$ cat src/rtl/martin_top.sv
// martin_top: median filter core over an 8-sample window.
// Eight 8-bit sample registers are written through an addressed port. The
// upper median (5th smallest of 8) is registered every clock. The output pin
// selects median, input minus median, raw input, or zero.
// Build option: define MARTIN_FILTER_EN to enable the subtractor on mode 01;
// without it, mode 01 drives 8'h00 like mode 11.
module martin_top (
  input  logic       clk_pad,
  input  logic       rst_pad,
  input  logic [7:0] data_in_pad,
  input  logic [2:0] reg_addr_pad,
  input  logic       wr_enable_pad,
  input  logic [1:0] out_select_pad,
  output logic [7:0] data_out_pad
);

  localparam int DATA_W = 8;
  localparam int NSAMP  = 8;
  localparam int NCMP   = 19;

  typedef logic [DATA_W-1:0] sample_t;

  // Batcher odd-even merge sort for 8 inputs: comparator k orders the pair
  // (CMP_LO[k], CMP_HI[k]) so the lower value ends up at CMP_LO[k].
  localparam logic [2:0] CMP_LO [NCMP] = '{
    3'd0, 3'd2, 3'd4, 3'd6,
    3'd0, 3'd1, 3'd4, 3'd5,
    3'd1, 3'd5,
    3'd0, 3'd1, 3'd2, 3'd3,
    3'd2, 3'd3,
    3'd1, 3'd3, 3'd5
  };
  localparam logic [2:0] CMP_HI [NCMP] = '{
    3'd1, 3'd3, 3'd5, 3'd7,
    3'd2, 3'd3, 3'd6, 3'd7,
    3'd2, 3'd6,
    3'd4, 3'd5, 3'd6, 3'd7,
    3'd4, 3'd5,
    3'd2, 3'd4, 3'd6
  };

  sample_t                          sample_p0 [NSAMP];
  sample_t                          median_p1;
  sample_t                          median_nxt;
  logic [NSAMP-1:0][DATA_W-1:0]     window;

  // Full combinational sort of the window; only sorted position 4 is kept.
  // The loop unrolls into a fixed 19-comparator network.
  function automatic sample_t median8(input logic [NSAMP-1:0][DATA_W-1:0] v);
    logic [NSAMP-1:0][DATA_W-1:0] s;
    sample_t                      t;
    s = v;
    for (int k = 0; k < NCMP; k++) begin
      if (s[CMP_LO[k]] > s[CMP_HI[k]]) begin
        t            = s[CMP_LO[k]];
        s[CMP_LO[k]] = s[CMP_HI[k]];
        s[CMP_HI[k]] = t;
      end
    end
    return s[4];
  endfunction

`ifdef MARTIN_FILTER_EN
  // Unsigned difference with modulo-256 wrap; no saturation by design.
  function automatic sample_t wrap_sub(input sample_t a, input sample_t b);
    return a - b;
  endfunction
`endif

  // Gather the sample registers into one vector for the sort network.
  always_comb begin
    window = '0;
    for (int i = 0; i < NSAMP; i++) begin
      window[i] = sample_p0[i];
    end
    median_nxt = median8(window);
  end

  // ---- stage p0: sample register file (one addressed write per edge) ----
  // Sample writes; reset clears the whole window and wins over a write.
  always_ff @(posedge clk_pad) begin
    if (rst_pad) begin
      for (int i = 0; i < NSAMP; i++) begin
        sample_p0[i] <= '0;
      end
    end else if (wr_enable_pad) begin
      sample_p0[reg_addr_pad] <= data_in_pad;
    end
  end

  // ---- stage p1: registered median of the pre-write window ----
  // Median register, updated every edge from the contents before this edge's write.
  always_ff @(posedge clk_pad) begin
    if (rst_pad) begin
      median_p1 <= '0;
    end else begin
      median_p1 <= median_nxt;
    end
  end

  // Output select; modes 01 and 10 are combinational from the live input.
  always_comb begin
    data_out_pad = '0;
    unique case (out_select_pad)
      2'b00:   data_out_pad = median_p1;
`ifdef MARTIN_FILTER_EN
      2'b01:   data_out_pad = wrap_sub(data_in_pad, median_p1);
`else
      2'b01:   data_out_pad = '0;
`endif
      2'b10:   data_out_pad = data_in_pad;
      default: data_out_pad = '0;
    endcase
  end

endmodule

$ cat config.mk
export PLATFORM = sky130hd
export DESIGN_NAME = martin_top
export DESIGN_NICKNAME = d
export VERILOG_FILES = /design/src/rtl/martin_top.sv
export SDC_FILE = /design/constraint.sdc
export NUM_CORES = 1
export LEC_CHECK = 0
export CAP_MARGIN = 20
export CORE_ASPECT_RATIO = 0.75
export CORE_UTILIZATION = 50
export CTS_BUF_LIST = sky130_fd_sc_hd__clkbuf_4 sky130_fd_sc_hd__clkbuf_8
export CTS_CLUSTER_SIZE = 25
export DETAILED_ROUTE_END_ITERATION = 7
export DONT_BUFFER_PORTS = 1
export MAX_ROUTING_LAYER = met4
export PLACE_DENSITY = 0.76
export SETUP_SLACK_MARGIN = 0.1
export SLEW_MARGIN = 10
export SYNTH_ARGS = -nofsm -noshare
export SYNTH_HDL_FRONTEND = slang
export SYNTH_SLANG_ARGS = --single-unit
$ cat constraint.sdc
create_clock -name clk_pad -period 12.9 [get_ports clk_pad]
set_input_delay 3.225 -clock clk_pad [delete_from_list [all_inputs] [get_ports clk_pad]]
set_output_delay 3.225 -clock clk_pad [all_outputs]
set_load 0.005 [all_outputs]
==> run summary, run 1 <==
Initial DRC Count - 793
share of layout cells above drive strength 1 - 0.07331
Cell Rows - 41
H-tree depth - 3
Detail Placement HPWL - 19.90 mm
Tot GR Track Use - 0.2698
CP max-delay cell - or3b_2
cts hold-fix bufs - 0
Worst Setup Start Kind - flip-flop
CTS root buffer - clkbuf_8
Slew HR - 0.3931
Final Wtd Congestion - 1.013
syn nets - 1167
Mapped Area - 8820 um2
max incr delay on CP - 0.70 ns
Ant. Diodes - 0
Tmin final - 11.99 ns
port buffer count - 0
setup TNS - 0 ns
FF/Latch Area - 2082 um2
area added between synthesis and finish - 4.965%
Tcrit/Tclk final - 0.9296
Slew Limit Fails - 0
Hold Crit Class - flip-flop to flip-flop
clk slew on worst S/H paths - 0.09 ns
clock sinks - 72
initial antenna violation count - 0
# fillers - 1542
drt pass-1 iters - 7
Achievable Freq - 83.39 MHz
Main synth FF type - edfxtp_1
Post-synth EDFFs - 64
Via Count - 7462
Arr. time, crit path - 12.26 ns
Critical Path Sink Type - flip-flop
Syn. warnings - 0
largest net degree at the start of global routing - 25
WP data required - 13.17 ns
Worst-Skew Late Latency - 0.36 ns
# DRC - 0
Initial Util - 0.5179
async set-reset flop share out of synthesis - 0
Hold Slack - 1.263 ns
outcome - finished, final reports clean
CTS tree - done
Crit path top cell by count - a21oi_1
DR WL/cell - 18.80 um
RSZ-0062 raised after global routing - false
Placed Area - 9041 um2
Die ar. - 18180 um2
Via density - 5.927
nets@finish - 1157
vias in the first global route - 6417
first-pass GRT wire length - 35.80 mm
Die Height - 117.0 um
CP max FO - 24
Post-DRT Antenna Nets - 0
Ports - 24
postcts setup bufs - 0
GRT overflow - 0
Yosys reg bits - 72
CTS Buf Count - 9
Tightest Pin Transition - 0.9023 ns
Setup-failing EPs final - 0
Resized Gates After CTS - 0
multi-input logic area - 6197 um2
mean post-synth cell area - 8.579 um2
core area - 17030 um2
Bufs on Longest Clock Path - 2
leading cell types in the layout, fill and taps excluded - mux2i_1, ha_1, inv_1
number of max-cap violations - 0
final hold vios - 0
sequential-to-total area share from yosys stat - 0.2361
non-filler cells, final - 1259
Cells after Synth - 1028
Final Instance Area - 9258 um2
placed cells - 1242
Crit Path Class - flip-flop to flip-flop
post-route clock skew - 0.008695 ns
Cell variety after synth - 70
total wire length - 23.67 mm
Die X - 155.4 um
## worst max-delay path, delay by kind of cell, from the launching register on
family,cells,cell delay [ns]
buf+inv,3,0.63
flops,1,0.50
mux,3,0.88
compound gates,29,5.23
fa+ha+maj,6,1.82
simple gates,15,2.83
## flip-flops by register name (all words and copies together), names as in the netlist
name and cells:
sample_p0 64, median_p1 8
## synth_stat cells, types with 6 or more instances
cell type	number	share of area
nor2b_1	14	0.0099
nor2_1	86	0.037
a21oi_1	77	0.044
o21a_1	8	0.0068
o211ai_1	9	0.0077
ha_1	123	0.17
a211oi_1	7	0.0060
clkbuf_1	18	0.0077
mux2_2	15	0.019
o21ai_0	45	0.026
nand2b_1	15	0.011
mux2i_1	123	0.14
or3_1	6	0.0043
inv_1	115	0.049
nand3_1	18	0.010
nand4_1	20	0.014
edfxtp_1	64	0.22
and2_1	72	0.051
dfxtp_1	8	0.018
nand2_1	38	0.016
a21o_1	19	0.016
and3_1	13	0.0092
or2_2	15	0.011
## path summary, 6_finish.rpt
check / from / to / slack [ns] / cells after the start
setup reg to reg: sample_p0[6][1] / median_p1[5] / 0.91 / 56
hold reg to reg: sample_p0[6][6] / median_p1[6] / 1.26 / 8
setup / recovery: sample_p0[6][1] / median_p1[5] / 0.91 / 56
hold / removal: sample_p0[6][6] / median_p1[6] / 1.26 / 8
## final cells by class
| class | instances | share of cell area |
|---|---|---|
| clock buffers | 9 | 0.01338 |
| clock inverters | 7 | 0.006487 |
| inverters | 115 | 0.04663 |
| multi-input cells | 811 | 0.6694 |
| flip-flops and latches | 72 | 0.2249 |
| well taps | 236 | 0.03190 |
| repair buffers | 9 | 0.007298 |
## per-stage QoR
stage,utilization,setup slack (ns)
2_1_floorplan,-,1.014
3_3_place_gp,0.5309,1.002
3_5_place_dp,0.5309,0.7494
4_1_cts,0.5417,0.7138
5_1_grt,0.5436,0.1134
6_report,0.5436,0.9084
## per-layer routing
layer,vias up,GRT usage,share of wire
li1,3698,-,-
met1,3446,0.4084,0.51
met2,295,0.3650,0.38
met3,23,0.05486,0.10
met4,0,0.04837,0.0088
met5,-,-,0
## cell families after synthesis
logic type                 Yosys count  share of synthesized area
and+or+nand+nor                    319                     0.1918
AOI/OAI and AO/OA                  220                     0.1614
buffers and inverters              145                    0.06412
muxes                              141                     0.1637
adders and majority gates          126                     0.1779
DFF                                 72                     0.2361
xor gates and xnor gates             5                   0.004965
Power of run 1 is not shown: default switching activity piles up to over one toggle a cycle in this logic, so the estimate is an artifact.
==> run 2, diff against run 1 <==
--- a/config.mk
+++ b/config.mk
@@ -7,13 +7,13 @@
 export LEC_CHECK = 0
 export CAP_MARGIN = 20
 export CORE_ASPECT_RATIO = 0.75
-export CORE_UTILIZATION = 50
+export CORE_UTILIZATION = 61
 export CTS_BUF_LIST = sky130_fd_sc_hd__clkbuf_4 sky130_fd_sc_hd__clkbuf_8
 export CTS_CLUSTER_SIZE = 25
 export DETAILED_ROUTE_END_ITERATION = 7
 export DONT_BUFFER_PORTS = 1
 export MAX_ROUTING_LAYER = met4
-export PLACE_DENSITY = 0.76
+export PLACE_DENSITY = 0.88
 export SETUP_SLACK_MARGIN = 0.1
 export SLEW_MARGIN = 10
 export SYNTH_ARGS = -nofsm -noshare
==> run 2 against run 1 <==
Effect of this change: hold slack better by 0.061 ns; first-iteration DRC count is 17% higher; register-to-register slack got worse by 0.15 ns; global-route usage rose by 7.6 points; critical path depth shrank 1; final area barely moved; cell count shrank 3.0%; worst setup slack lost 0.15 ns; flip-flop and latch count unchanged; clock skew hardly changed; critical path type unchanged; highest routed layer unchanged.
==> run summary, run 2 (same netlist as run 1, synthesis figures left out) <==
DR WL/cell - 20.36 um (was 18.80 um)
Final Instance Area - 9253 um2 (was 9258 um2)
Bufs on Longest Clock Path - 2 (unchanged)
Post-DRT Antenna Nets - 0 (unchanged)
placed cells - 1203 (was 1242)
Slew Limit Fails - 0 (unchanged)
GRT overflow - 0 (unchanged)
Initial DRC Count - 930 (was 793)
Slew HR - 0.2847 (was 0.3931)
CTS tree - done (unchanged)
Tightest Pin Transition - 1.073 ns (was 0.9023 ns)
Ant. Diodes - 0 (unchanged)
H-tree depth - 3 (unchanged)
Die ar. - 14950 um2 (was 18180 um2)
Tot GR Track Use - 0.3454 (was 0.2698)
WP data required - 13.14 ns (was 13.17 ns)
Detail Placement HPWL - 20.37 mm (was 19.90 mm)
number of max-cap violations - 0 (unchanged)
CTS root buffer - clkbuf_8 (unchanged)
first-pass GRT wire length - 37.89 mm (was 35.80 mm)
Die Height - 106.1 um (was 117.0 um)
final core occ - 0.6640 (was 0.5436)
Placed Area - 9005 um2 (was 9041 um2)
vias in the first global route - 7050 (was 6417)
Crit Path Class - flip-flop to flip-flop (unchanged)
biggest regs - sample_p0: 64 flops, median_p1: 8 flops (unchanged)
Cell Rows - 37 (was 41)
Setup-failing EPs final - 0 (unchanged)
most common cell after layout, fill and taps aside - ha_1
Final Wtd Congestion - 1.027 (was 1.013)
max incr delay on CP - 0.43 ns (was 0.70 ns)
Arr. time, crit path - 12.39 ns (was 12.26 ns)
share of layout cells above drive strength 1 - 0.08090 (was 0.07331)
Via Count - 7857 (was 7462)
Via density - 6.435 (was 5.927)
non-filler cells, final - 1221 (was 1259)
number of flip-flops in the largest register - 64 (unchanged)
Ports - 24 (unchanged)
Critical Path Sink Type - flip-flop (unchanged)
largest net degree at the start of global routing - 24 (was 25)
final hold vios - 0 (unchanged)
Worst-Skew Late Latency - 0.37 ns (was 0.36 ns)
clock sinks - 72 (unchanged)
CP max-delay cell - edfxtp_1 (was or3b_2)
# fillers - 1066 (was 1542)
RSZ-0062 raised after global routing - false (unchanged)
Tmin final - 12.14 ns (was 11.99 ns)
port buffer count - 0 (unchanged)
cts hold-fix bufs - 0 (unchanged)
drt pass-1 iters - 5 (was 7)
total wire length - 24.86 mm (was 23.67 mm)
initial antenna violation count - 0 (unchanged)
CTS Buf Count - 9 (unchanged)
Achievable Freq - 82.34 MHz (was 83.39 MHz)
post-route clock skew - 0.009107 ns (was 0.008695 ns)
Die X - 140.8 um (was 155.4 um)
leading cell types in the layout, fill and taps excluded - ha_1, mux2i_1, inv_1 (was mux2i_1, ha_1, inv_1)
Largest Register - sample_p0 (unchanged)
Hold Crit Class - flip-flop to flip-flop (unchanged)
Initial Util - 0.6329 (was 0.5179)
Worst Setup Start Kind - flip-flop (unchanged)
# DRC - 0 (unchanged)
setup TNS - 0 ns (unchanged)
clk slew on worst S/H paths - 0.09 ns (about the same)
core area - 13930 um2 (was 17030 um2)
Tcrit/Tclk final - 0.9415 (was 0.9296)
area added between synthesis and finish - 4.908% (was 4.965%)
CP max FO - 18 (was 24)
nets@finish - 1160 (was 1157)
outcome - finished, final reports clean (unchanged)
## run 2: cell types whose count changed in the layout (fill, tap and decap cells not counted), moves of 2 or more
cell | previous run | this run
buf_4 | 9 | 11
mux2i_1 | 123 | 120
nand2_2 | 0 | 2
mux2i_2 | 1 | 4
## run 2: timing repair
action,in CTS,in global routing
setup buffers,0,1
setup endpoints to repair,0,8
resized for setup,0,14
## run 2: critical path, delay by kind of cell, from the launching register on
kind | cells | cell delay [ns]
AOI/OAI and AO/OA | 28 | 5.33
and+or+nand+nor | 13 | 2.07
muxes | 5 | 1.80
adders and majority gates | 6 | 1.79
buffers and inverters | 3 | 0.60
DFF | 1 | 0.43
## run 2: per-layer routing
layer | part of all wire | up-vias | wire (um) | GRT usage
met5 | 0 | - | 0 | -
met4 | 0.025 | 0 | 612 | 0.1002
met1 | 0.44 | 3660 | 11000 | 0.4859
met3 | 0.12 | 60 | 2987 | 0.07658
met2 | 0.41 | 428 | 10260 | 0.4950
li1 | - | 3709 | - | -
## run 2: worst paths after layout
kind | from | end | slack, ns | cells past startpoint
min reg2reg | sample_p0[6][6] | median_p1[6] | 1.32 | 8
min | sample_p0[6][6] | median_p1[6] | 1.32 | 8
max | sample_p0[2][5] | median_p1[5] | 0.76 | 55
max reg2reg | sample_p0[2][5] | median_p1[5] | 0.76 | 55
## run 2: through the flow
| stage | worst slack [ns] | hold WS [ns] |
|---|---|---|
| after detailed placement | 0.5141 | 1.254 |
| after global routing | 0.09277 | 1.444 |
| after global placement | 0.7537 | 1.259 |
| after floorplan | 1.014 | 0.9724 |
| final | 0.7551 | 1.324 |
| after CTS | 0.3944 | 1.280 |
## run 2: final cells by class
class                           count  area, um2  area share
Multi-Input combinational cell    812       6228      0.6732
Sequential cell                    72       2082      0.2250
Inverter                          115      431.7     0.04665
Tap cell                          195      244.0     0.02637
Clock buffer                        9      123.9     0.01339
Timing Repair Buffer               11      82.58    0.008925
Clock inverter                      7      60.06    0.006491
Power of run 2 is left out for the same reason.
==> run 3, diff against run 2 <==
--- a/config.mk
+++ b/config.mk
@@ -5,10 +5,11 @@
 export SDC_FILE = /design/constraint.sdc
 export NUM_CORES = 1
 export LEC_CHECK = 0
+export ABC_CLOCK_PERIOD_IN_PS = 13520
 export CAP_MARGIN = 20
 export CORE_ASPECT_RATIO = 0.75
 export CORE_UTILIZATION = 61
-export CTS_BUF_LIST = sky130_fd_sc_hd__clkbuf_4 sky130_fd_sc_hd__clkbuf_8
+export CTS_BUF_LIST = sky130_fd_sc_hd__clkbuf_8
 export CTS_CLUSTER_SIZE = 25
 export DETAILED_ROUTE_END_ITERATION = 7
 export DONT_BUFFER_PORTS = 1
==> constraint.sdc (replaced) <==
create_clock -name clk_pad -period 13.52 [get_ports clk_pad]
set_input_delay 3.38 -clock clk_pad [delete_from_list [all_inputs] [get_ports clk_pad]]
set_output_delay 3.38 -clock clk_pad [all_outputs]
set_load 0.005 [all_outputs]
==> run 3 against run 2 <==
Effect of this change: via count down 2.2%; clock skew grew 0.0050 ns; flip-flop and latch count is the same; maximum frequency down 3.1%; register-to-register slack improved by 0.23 ns; global-route usage shrank 0.50 points; critical path depth increased by 6; sequential share of layout area about the same; final area barely moved.
==> run summary, run 3 (same netlist as run 1, synthesis figures left out) <==
outcome - finished, final reports clean (unchanged)
Die X - 140.8 um (unchanged)
DR WL/cell - 19.68 um (was 20.36 um)
leading cell types in the layout, fill and taps excluded - mux2i_1, ha_1, inv_1 (was ha_1, mux2i_1, inv_1)
number of max-cap violations - 0 (unchanged)
final hold vios - 0 (unchanged)
share of layout cells above drive strength 1 - 0.07212 (was 0.08090)
Via Count - 7688 (was 7857)
Post-DRT Antenna Nets - 0 (unchanged)
Tmin final - 12.54 ns (was 12.14 ns)
Initial DRC Count - 956 (was 930)
CTS tree - done (unchanged)
Worst-Skew Late Latency - 0.37 ns (about the same)
total wire length - 24.03 mm (was 24.86 mm)
Arr. time, crit path - 12.82 ns (was 12.39 ns)
most used routing layer in global routing - met1 (was met2)
number of flip-flops in the largest register - 64 (unchanged)
Die Height - 106.1 um (unchanged)
CP max FO - 18 (unchanged)
Via density - 6.296 (was 6.435)
H-tree depth - 3 (unchanged)
post-route clock skew - 0.01411 ns (was 0.009107 ns)
port buffer count - 0 (unchanged)
Detail Placement HPWL - 19.37 mm (was 20.37 mm)
Tightest Pin Transition - 1.007 ns (was 1.073 ns)
Final Instance Area - 9259 um2 (was 9253 um2)
Setup-failing EPs final - 0 (unchanged)
R2R Setup Slk - 0.98 ns (was 0.76 ns)
Ant. Diodes - 0 (unchanged)
CTS root buffer - clkbuf_8 (unchanged)
initial antenna violation count - 1 (was 0)
Bufs on Longest Clock Path - 2 (unchanged)
GR Layer Usage met1 - 0.5060 (was 0.4859)
largest net degree at the start of global routing - 25 (was 24)
Slew Limit Fails - 0 (unchanged)
max incr delay on CP - 0.61 ns (was 0.43 ns)
Tcrit/Tclk final - 0.9275 (was 0.9415)
Die ar. - 14950 um2 (unchanged)
core area - 13930 um2 (unchanged)
GRT overflow - 0 (unchanged)
WP data required - 13.80 ns (was 13.14 ns)
area added between synthesis and finish - 4.979% (was 4.908%)
met3 usage - 0.06847 (was 0.07658)
Placed Area - 8975 um2 (was 9005 um2)
biggest regs - sample_p0: 64 flops, median_p1: 8 flops (unchanged)
Largest Register - sample_p0 (unchanged)
Cell Rows - 37 (unchanged)
vias in the first global route - 6916 (was 7050)
Achievable Freq - 79.75 MHz (was 82.34 MHz)
clk slew on worst S/H paths - 0.10 ns (was 0.09 ns)
CP max-delay cell - o221a_1 (was edfxtp_1)
Final Wtd Congestion - 1.010 (was 1.027)
clock sinks - 72 (unchanged)
# DRC - 0 (unchanged)
cts hold-fix bufs - 0 (unchanged)
Crit Path Class - flip-flop to flip-flop (unchanged)
setup TNS - 0 ns (unchanged)
nets@finish - 1160 (unchanged)
GR Util met2 - 0.4712 (was 0.4950)
Critical Path Sink Type - flip-flop (unchanged)
Initial Util - 0.6329 (unchanged)
Ports - 24 (unchanged)
first-pass GRT wire length - 37.47 mm (was 37.89 mm)
Slew HR - 0.3285 (was 0.2847)
drt pass-1 iters - 5 (unchanged)
RSZ-0062 raised after global routing - false (unchanged)
CTS Buf Count - 9 (unchanged)
Worst Setup Start Kind - flip-flop (unchanged)
Hold Crit Class - flip-flop to flip-flop (unchanged)
Tot GR Track Use - 0.3405 (was 0.3454)
[run 3: worst max-delay path: cells and delay by family, from the launching register on]
family,cells,cell delay (ns)
adder cells (fa/ha/maj),6,1.68
flip-flops,1,0.44
AO/OA/AOI/OAI,29,5.12
AND/OR/NAND/NOR,17,3.13
buffers and inverters,5,0.66
multiplexers,4,1.42
[run 3: layout make-up]
class / count / area (um2)
Multi-Input combinational cell: 811 / 6185
Fill cell: 1078 / 4676
Sequential cell: 72 / 2082
Inverter: 115 / 431.7
Tap cell: 195 / 244.0
Clock buffer: 9 / 123.9
Clock inverter: 7 / 102.6
Timing Repair Buffer: 12 / 90.09
[run 3: timing repair]
item,in CTS,in global routing
endpoints found under the hold margin,0,0
resized for setup,0,4
setup endpoints to repair,0,8
setup buffers,0,6
[run 3: worst paths after layout]
| kind | from | to | cells past startpoint |
|---|---|---|---|
| hold reg to reg | sample_p0[6][5] | median_p1[5] | 8 |
| setup / recovery | sample_p0[1][1] | median_p1[6] | 61 |
| hold / removal | sample_p0[6][5] | median_p1[5] | 8 |
| setup reg to reg | sample_p0[1][1] | median_p1[6] | 61 |
[run 3: per-stage QoR]
step           hold WS [ns]  instances  worst slack, ns  utilization
2_1_floorplan        0.9724       1028            1.634            -
3_3_place_gp          1.186       1199            1.225       0.6441
3_5_place_dp          1.203       1199           0.9161       0.6441
4_1_cts               1.230       1215           0.8853       0.6603
5_1_grt               1.392       1221           0.1464       0.6645
6_report              1.258       1221           0.9805       0.6645
[run 3: metal layers]
metal,wire length (um),up-vias
li1,-,3700
met1,10940,3562
met2,9740,391
met3,2973,35
met4,377,0
met5,0,-
Power of run 3 is left out for the same reason.
